===== src/rtl/dtc_code_ctrl.sv =====
// dtc_code_ctrl
//   Clocked code generator that drives the DTC delay line. Each reference cycle
//   it turns a fractional phase target into a saturated DTC control word.
//   A two-stage valid-tagged pipeline scales FRAC by GAIN, then adds a
//   per-segment INL correction taken from a writable LUT.
//   A sign-LMS loop trims GAIN from the bang-bang phase detector sign.
//
// Ports
//   clk        in   reference-rate clock, all logic on posedge
//   nrst       in   asynchronous active-low reset
//   en         in   block enable; low flushes in-flight samples
//   frac       in   fractional phase target (unsigned)
//   frac_vld   in   frac valid strobe
//   pe_sgn     in   BBPD sign: 1 = DTC delay too short, 0 = too long
//   pe_vld     in   pe_sgn valid strobe (refers to last emitted dtcdcw)
//   cal_en     in   enable LMS gain update
//   gain_load  in   load gain_init into the gain register (wins over LMS)
//   gain_init  in   gain preset value
//   lut_we     in   INL LUT write enable (independent of en)
//   lut_waddr  in   INL LUT write address
//   lut_wdata  in   INL LUT write data, two's complement DTC LSBs
//   dtcdcw     out  registered DTC control word
//   dcw_vld    out  one-cycle pulse when dtcdcw is updated
//   sat        out  dtcdcw was clipped, held until next update
//   gain       out  current gain register
module dtc_code_ctrl #(
  parameter int FRAC_W = 16,
  parameter int GAIN_W = 16,
  parameter int DTC_W  = 12,
  parameter int LUT_AW = 5,
  parameter int LUT_DW = 8,
  parameter int MU_SH  = 10,
  parameter logic [GAIN_W-1:0] GAIN_RST = 16'h8000
) (
  input  logic              clk,
  input  logic              nrst,
  input  logic              en,
  input  logic [FRAC_W-1:0] frac,
  input  logic              frac_vld,
  input  logic              pe_sgn,
  input  logic              pe_vld,
  input  logic              cal_en,
  input  logic              gain_load,
  input  logic [GAIN_W-1:0] gain_init,
  input  logic              lut_we,
  input  logic [LUT_AW-1:0] lut_waddr,
  input  logic [LUT_DW-1:0] lut_wdata,
  output logic [DTC_W-1:0]  dtcdcw,
  output logic              dcw_vld,
  output logic              sat,
  output logic [GAIN_W-1:0] gain
);

  localparam int PROD_W = FRAC_W + GAIN_W;
  localparam int SUM_W  = DTC_W + 2;

  logic [LUT_DW-1:0] lut [2**LUT_AW];

  logic              s1_vld;
  logic [DTC_W-1:0]  s1_code;
  logic [LUT_AW-1:0] s1_idx;
  logic [FRAC_W-1:0] s1_frac;
  logic [FRAC_W-1:0] frac_applied;

  logic [PROD_W-1:0] prod;
  logic [DTC_W-1:0]  code_lin;
  logic [LUT_DW-1:0] lut_rd;
  logic [SUM_W-1:0]  sum;
  logic [DTC_W-1:0]  code_clip;
  logic              clip;
  logic [GAIN_W:0]   step_ext;
  logic [GAIN_W:0]   gain_up;
  logic [GAIN_W:0]   gain_dn;
  logic [GAIN_W-1:0] gain_lms;

  // Stage-1 arithmetic: keep the top DTC_W bits of the full product, i.e.
  // plain truncation. Uses the gain register as it stands before this edge.
  always_comb begin
    prod     = PROD_W'(frac) * PROD_W'(gain);
    code_lin = prod[PROD_W-1 -: DTC_W];
  end

  // Stage-2 arithmetic: add the sign-extended INL entry at two extra bits of
  // headroom, then clip. The sum is never below -2^(LUT_DW-1) nor above
  // 2^DTC_W + 2^(LUT_DW-1), so the top bit is the sign and bit DTC_W flags
  // overflow. The LUT read sees the pre-write entry on a same-edge write.
  always_comb begin
    lut_rd    = lut[s1_idx];
    sum       = {2'b00, s1_code} + {{(SUM_W-LUT_DW){lut_rd[LUT_DW-1]}}, lut_rd};
    code_clip = sum[DTC_W-1:0];
    clip      = 1'b0;
    if (sum[SUM_W-1]) begin
      code_clip = '0;
      clip      = 1'b1;
    end else if (sum[DTC_W]) begin
      code_clip = '1;
      clip      = 1'b1;
    end
  end

  // LMS step candidate: +/- (frac_applied >> MU_SH), saturating at both ends
  // instead of wrapping. The extra MSB of each path is the carry/borrow.
  always_comb begin
    step_ext = (GAIN_W+1)'(frac_applied >> MU_SH);
    gain_up  = {1'b0, gain} + step_ext;
    gain_dn  = {1'b0, gain} - step_ext;
    if (pe_sgn) begin
      gain_lms = gain_up[GAIN_W] ? '1 : gain_up[GAIN_W-1:0];
    end else begin
      gain_lms = gain_dn[GAIN_W] ? '0 : gain_dn[GAIN_W-1:0];
    end
  end

  // Pipeline registers. Dropping en clears both valid tags so nothing
  // in flight emerges later; data registers simply hold.
  always_ff @(posedge clk or negedge nrst) begin
    if (!nrst) begin
      s1_vld       <= 1'b0;
      s1_code      <= '0;
      s1_idx       <= '0;
      s1_frac      <= '0;
      dtcdcw       <= '0;
      dcw_vld      <= 1'b0;
      sat          <= 1'b0;
      frac_applied <= '0;
    end else begin
      s1_vld  <= en & frac_vld;
      dcw_vld <= en & s1_vld;
      if (en && frac_vld) begin
        s1_code <= code_lin;
        s1_idx  <= code_lin[DTC_W-1 -: LUT_AW];
        s1_frac <= frac;
      end
      if (en && s1_vld) begin
        dtcdcw       <= code_clip;
        sat          <= clip;
        frac_applied <= s1_frac;
      end
    end
  end

  // Gain register: an explicit preload beats the LMS update and works
  // even while the block is disabled.
  always_ff @(posedge clk or negedge nrst) begin
    if (!nrst) begin
      gain <= GAIN_RST;
    end else if (gain_load) begin
      gain <= gain_init;
    end else if (en && cal_en && pe_vld) begin
      gain <= gain_lms;
    end
  end

  // INL LUT: written regardless of en, cleared to zero correction on reset.
  always_ff @(posedge clk or negedge nrst) begin
    if (!nrst) begin
      for (int i = 0; i < 2**LUT_AW; i++) begin
        lut[i] <= '0;
      end
    end else if (lut_we) begin
      lut[lut_waddr] <= lut_wdata;
    end
  end

endmodule


===== config.mk =====
export PLATFORM = sky130hd
export DESIGN_NAME = dtc_code_ctrl
export DESIGN_NICKNAME = d
export VERILOG_FILES = /design/src/rtl/dtc_code_ctrl.sv
export SDC_FILE = /design/constraint.sdc
export NUM_CORES = 1
export LEC_CHECK = 0
export CORE_ASPECT_RATIO = 0.8
export CORE_UTILIZATION = 57
export CTS_CLUSTER_DIAMETER = 120
export DETAILED_ROUTE_END_ITERATION = 10
export HOLD_SLACK_MARGIN = 0.15
export PLACE_DENSITY = 0.78
export SLEW_MARGIN = 20
export SYNTH_ARGS = -nofsm -noshare
export SYNTH_HDL_FRONTEND = slang
export SYNTH_SLANG_ARGS = --single-unit

===== constraint.sdc =====
create_clock -name clk -period 6.1 [get_ports clk]
set_input_delay 1.525 -clock clk [delete_from_list [all_inputs] [get_ports clk]]
set_output_delay 1.525 -clock clk [all_outputs]
set_load 0.005 [all_outputs]

==> results of run 1 <==
## synthesized netlist by cell type (all sizes together) (5+ instances only)
cell type and n:
ha 126, a21oi 42, nand3 23, nor3 19, inv 250, fa 196, o21ai 60, and3 10
o21a 6, or3 9, mux2 264, clkbuf 95, nor2 51, and2 123, buf 14, o31ai 8
nand3b 5, o211ai 6, xnor2 13, nor3b 8, nand2 227, a21o 10, o22ai 7, dfrtp 310
a211oi 9, a31oi 8, mux4 79
## through the flow
step	TNS, ns	setup slack (ns)
floorplan	-4.66	-0.646
global placement	-14.84	-1.43
detailed placement	-15.75	-1.52
CTS	-5.03	-0.588
global route	-6.50	-0.699
finish	-4.34	-0.527
## worst paths after layout
| path | start | to | slack (ns) | cells after the start |
|---|---|---|---|---|
| min | dtcdcw[10] | dtcdcw[10] | 0.48 | 2 |
| min reg2reg | dtcdcw[10] | dtcdcw[10] | 0.48 | 2 |
| max in group asynchronous | nrst | s1_code[7] | 3.71 | 2 |
| max | frac[10] | s1_code[10] | -0.53 | 22 |
| min in group asynchronous | nrst | lut[174] | 1.05 | 1 |
| max reg2reg | gain[3] | s1_code[10] | -0.14 | 19 |
## placed cells by master, fill, tap and decap left out, drive strengths merged, types with 7 or more instances in the layout
master,synthesis,routed
dfrtp,310,310
mux2,264,264
inv,250,253
nand2,227,227
fa,196,196
buf,14,163
ha,126,126
and2,123,123
mux4,79,79
o21ai,60,60
clkdlybuf4s50,0,59
nor2,51,51
a21oi,42,42
clkbuf,95,41
nand3,23,23
nor3,19,19
xnor2,13,13
a21o,10,10
and3,10,10
or3,9,9
clkinv,1,9
a211oi,9,9
nor3b,8,8
a31oi,8,8
o31ai,8,8
o22ai,7,7
## critical path: stages
cell and delay (ns):
buf_8 0.11, buf_12 0.13, and2_4 0.13, fa_1 0.55, inv_2 0.04, fa_2 0.54, inv_2 0.05, fa_1 0.57
fa_2 0.45, fa_1 0.54, inv_2 0.04, fa_1 0.52, inv_2 0.05, ha_4 0.16, a211oi_2 0.21, o21ai_1 0.09
o211ai_1 0.14, o221a_4 0.25, o31ai_4 0.07, a2111o_1 0.42, nand3_1 0.11, or3b_1 0.35
## layout make-up
type | count | area (um^2) | share of cell area
sequential | 311 | 7790 | 0.284
clock inverter | 17 | 250 | 0.00914
inverter | 251 | 942 | 0.0344
timing repair buffer | 230 | 2160 | 0.0787
multi-input combinational | 1392 | 14700 | 0.537
tap | 544 | 681 | 0.0249
clock buffer | 41 | 863 | 0.0315
## state kept, by name, indices dropped and copies added, names as in the netlist
name	cells
lut	256
gain	16
dtcdcw	12
s1_code	12
frac_applied	6
s1_frac	6
dcw_vld	1
s1_vld	1
sat	1
## routing by layer
| metal | up-vias | global-route usage | part of all wire |
|---|---|---|---|
| met2 | 640 | 0.448 | 0.45 |
| met1 | 8615 | 0.445 | 0.45 |
| met5 | - | 0 | 0.00018 |
| li1 | 7296 | - | - |
| met3 | 89 | 0.0653 | 0.085 |
| met4 | 2 | 0.0566 | 0.017 |
## kinds of logic (layout without fill, tap and decap cells)
logic type                 after synthesis  after routing  share of synthesized area
and+or+nand+nor                        504            504                      0.105
buffers and inverters                  360            539                     0.0588
muxes                                  346            346                      0.204
adders and majority gates              322            322                      0.235
DFF                                    311            311                      0.332
AOI/OAI and AO/OA                      204            204                     0.0592
xor gates and xnor gates                16             16                    0.00598
## what timing repair did
action | CTS | global route
pin swaps | 94 | 58
endpoints found under the setup margin | 12 | 12
buffers inserted | 26 | 3
resized for setup | 151 | 33
cloned | 4 | 0
hold endpoints to repair | 0 | 0
==> metrics.cfg, run 1 <==
[clocking]
clockBufferDepth = 3
cts-root-buf = clkbuf_16
clkLatencyLatePin_ns = 0.58
cts_tree = built
cts_buffers = 31
clkSinkCount = 311
ctsHoldBuffers = 0
htreeDepth = 1
clk_pin_slew_worst_paths_ns = 0.06

[synth]
syn_inst = 2063
synth_fp_nets = 2439
synth.yosys.warnings = 0
ys.flop_type = dfrtp_1
synth_area_um2 = 23400
synth-seq-cells = 311
synthTopCellsByArea = dfrtp_1 (33%), fa_1 (17%), mux2_2 (13%)
synth_top_area_frac = 0.331
synth_edf_count = 0
ys_seq_area_frac = 0.332
async_flop_share = 1.00
ys_types = 82
synth_area_per_cell_um2 = 11.4
yosysTopAreaCell = dfrtp_1

[layout]
antenna_cells = 0
nFillCells = 2928
drive_gt1_frac = 0.306
design_area_um2 = 27400
finalNonFillerCells = 2786
areaGrowthSynthToFinish_pct = 16.9
fin_nets = 2593
final_util = 0.675

[sta]
relSlewSlack = 0.294
clock.fmax_mhz = 151
rsz0062_at_grt = yes
whs_ns = 0.477
drv_slew = 0
clock_skew_ns = 0.0378
finalCritPeriodShare = 1.09
setup_ws_ns = -0.527
worst_pin_slew_ns = 1.06
hold_viol_final = 0
period_minus_slack_ns = 6.63
finalSetupViolCount = 12

[routing]
drt_first_pass_iters = 5
ant_nets = 0
drc_errors = 0
drt-total-wl_mm = 60.1
vias = 16600
drt-initial-drc-count = 1386
vias_per_cell = 5.97
wl_per_cell_um = 21.6

[min_path]
min_path_type = reg2reg

[global_routing]
grt_use_total = 0.297
grt_pass1_vias = 17500
antenna_found_initial = 2
grt_max_degree = 123
grt_pass1_wl_mm = 97.2
overflow = 0

[placed_design]
dpl.cell_count = 2698
placed_cell_area_um2 = 25600
gp_congestion = 0.936
dp.final_hpwl_mm = 43.1
io_buffers = 83

[critical_path]
critPathKind = in2reg
required_ns = 6.53
end_kind = register
startpoint_type = input port
path_max_fanout = 6
arrival_ns = 7.06

[floorplanning]
start_util = 0.578
chipHeight_um = 183
io-pin-count = 84
die_area_um2 = 41900
rows = 66
core_um2 = 40500
die_w_um = 229

[flow_run]
maxCapViolCount = 0

[outcome]
violations = negative setup slack
status = finished, violations left

Power of run 1 is left out: the tool's default activity adds up to more than one toggle a clock period on the data nets, which glitch-free logic cannot reach.
==> run 2, diff against run 1 <==
- PLACE_DENSITY: 0.78 -> 0.85
==> metrics.cfg, run 2 (synthesis gave the netlist of run 1 again) <==
[floorplanning]
rows = 66  ; unchanged
chipHeight_um = 183  ; unchanged
die_w_um = 229  ; unchanged
io-pin-count = 84  ; unchanged
start_util = 0.578  ; unchanged
die_area_um2 = 41900  ; unchanged
core_um2 = 40500  ; unchanged

[layout]
top_register = lut  ; unchanged
fin_nets = 2608  ; was 2593
largest_reg_flops = 256  ; unchanged
nFillCells = 2660  ; was 2928
drive_gt1_frac = 0.317  ; was 0.306
final_common_cell = dfrtp_1  ; unchanged
antenna_cells = 0  ; unchanged
design_area_um2 = 27500  ; was 27400 um^2
seq_area_um2 = 7790  ; unchanged
areaGrowthSynthToFinish_pct = 17.3  ; was 16.9%
final_util = 0.677  ; was 0.675
reg_top3 = lut: 256 flops, gain: 16 flops  ; unchanged
final_cell_mix = dfrtp_1 (308), mux2_2 (264), inv_1 (225)  ; was dfrtp_1 (308), mux2_2 (264), inv_1 (227)
multiInputGateArea_um2 = 14800  ; was 14700 um^2

[critical_path]
arrival_ns = 7.09  ; was 7.06 ns
end_kind = register  ; unchanged
cpMostUsedCell = fa_1
startpoint_type = input port  ; unchanged
critPathKind = in2reg  ; unchanged
path_cells = buf_6, buf_8, and2_4, fa_1, inv_2, fa_1, inv_2, fa_1, fa_1, fa_1, inv_2, fa_1, inv_2, ha_4, a211oi_2, o21ai_1, o211ai_1, o221a_4, o31ai_4, buf_4, a21o_4, buf_6, a211oi_4, o31ai_2  ; was buf_8, buf_12, and2_4, fa_1, inv_2, fa_2, inv_2, fa_1, fa_2, fa_1, inv_2, fa_1, inv_2, ha_4, a211oi_2, o21ai_1, o211ai_1, o221a_4, o31ai_4, a2111o_1, nand3_1, or3b_1
path_max_fanout = 7  ; was 6
reg2regPathDepth = 21  ; was 19
slowest_stage = fa_1  ; unchanged
required_ns = 6.50  ; was 6.53 ns
slowest_delay_ns = 0.56  ; was 0.57 ns

[routing]
vias_per_cell = 6.13  ; was 5.97
drt_first_pass_iters = 5  ; unchanged
vias = 17100  ; was 16600
ant_nets = 0  ; unchanged
wl_per_cell_um = 22.8  ; was 21.6 um
drt-initial-drc-count = 1831  ; was 1386
drt-total-wl_mm = 63.8  ; was 60.1 mm
drc_errors = 0  ; unchanged

[flow_run]
maxCapViolCount = 0  ; unchanged

[sta]
finalSetupViolCount = 12  ; unchanged
rsz0062_at_grt = yes  ; unchanged
clock.fmax_mhz = 150  ; was 151 MHz
finalCritPeriodShare = 1.10  ; was 1.09
worst_pin_slew_ns = 1.09  ; was 1.06 ns
period_minus_slack_ns = 6.69  ; was 6.63 ns
whs_ns = 0.486  ; was 0.477 ns
clock_skew_ns = 0.0149  ; was 0.0378 ns
drv_slew = 0  ; unchanged
hold_viol_final = 0  ; unchanged
setup_ws_ns = -0.588  ; was -0.527 ns
relSlewSlack = 0.269  ; was 0.294

[clocking]
clkSinkCount = 311  ; unchanged
htreeDepth = 1  ; unchanged
cts_tree = built  ; unchanged
clk_pin_slew_worst_paths_ns = 0.07  ; was 0.06 ns
cts-root-buf = clkbuf_16  ; unchanged
clkLatencyLatePin_ns = 0.56  ; was 0.58 ns
ctsHoldBuffers = 0  ; unchanged
clockBufferDepth = 3  ; unchanged
cts_buffers = 28  ; was 31

[placed_design]
gp_congestion = 0.942  ; was 0.936
io_buffers = 83  ; unchanged
placed_cell_area_um2 = 25700  ; was 25600 um^2
dp.final_hpwl_mm = 44.9  ; was 43.1 mm

[global_routing]
grt_max_degree = 134  ; was 123
grt_use_total = 0.306  ; was 0.297
antenna_found_initial = 1  ; was 2
grt_pass1_vias = 17900  ; was 17500
grt_pass1_wl_mm = 100  ; was 97.2 mm
overflow = 0  ; unchanged

[outcome]
violations = negative setup slack  ; unchanged
status = finished, violations left  ; unchanged

[min_path]
min_path_type = reg2reg  ; unchanged
hold_depth = 2  ; unchanged

==> run 2: routing by layer <==
layer  global-route usage  share of wire  vias up
met5               0.0185         0.0018        -
li1                     -              -     7320
met4               0.0596          0.020        4
met3               0.0796           0.11      121
met1                0.453           0.42     8789
met2                0.456           0.45      909
==> run 2: repair_timing <==
item                       CTS  global route
setup buffers               25            10
gates resized for setup    113           127
cloned                       3             1
setup endpoints to repair   12            12
pin swaps                   75            82
==> run 2: final timing paths <==
kind / startpoint / end / slack, ns
setup / recovery: frac[9] / s1_code[8] / -0.59
hold / removal: sat / sat / 0.49
setup reg to reg: gain[3] / s1_code[8] / -0.15
hold reg to reg: sat / sat / 0.49
max in group asynchronous: nrst / lut[244] / 3.67
min in group asynchronous: nrst / lut[33] / 0.88
==> run 2: worst max-delay path: cells and delay by family <==
kind            cells  cell delay, ns
compound gates      8            1.30
fa+ha+maj           7            3.38
buf+inv             8            0.72
simple gates        1            0.13
==> run 2: stage by stage <==
stage | setup TNS, ns | cells | setup slack, ns
floorplan | -4.66 | 2063 | -0.646
global placement | -16.39 | 2712 | -1.53
detailed placement | -17.11 | 2712 | -1.61
CTS | -6.32 | 2791 | -0.753
global route | -6.69 | 2798 | -0.723
finish | -5.15 | 2798 | -0.588
==> run 2: final cells by class <==
type / instances / area share
tap: 544 / 0.0248
timing repair buffer: 248 / 0.0841
clock buffer: 44 / 0.0307
inverter: 251 / 0.0343
clock inverter: 8 / 0.00346
sequential: 311 / 0.284
multi-input combinational: 1392 / 0.539
Power of run 2 is left out for the same reason.
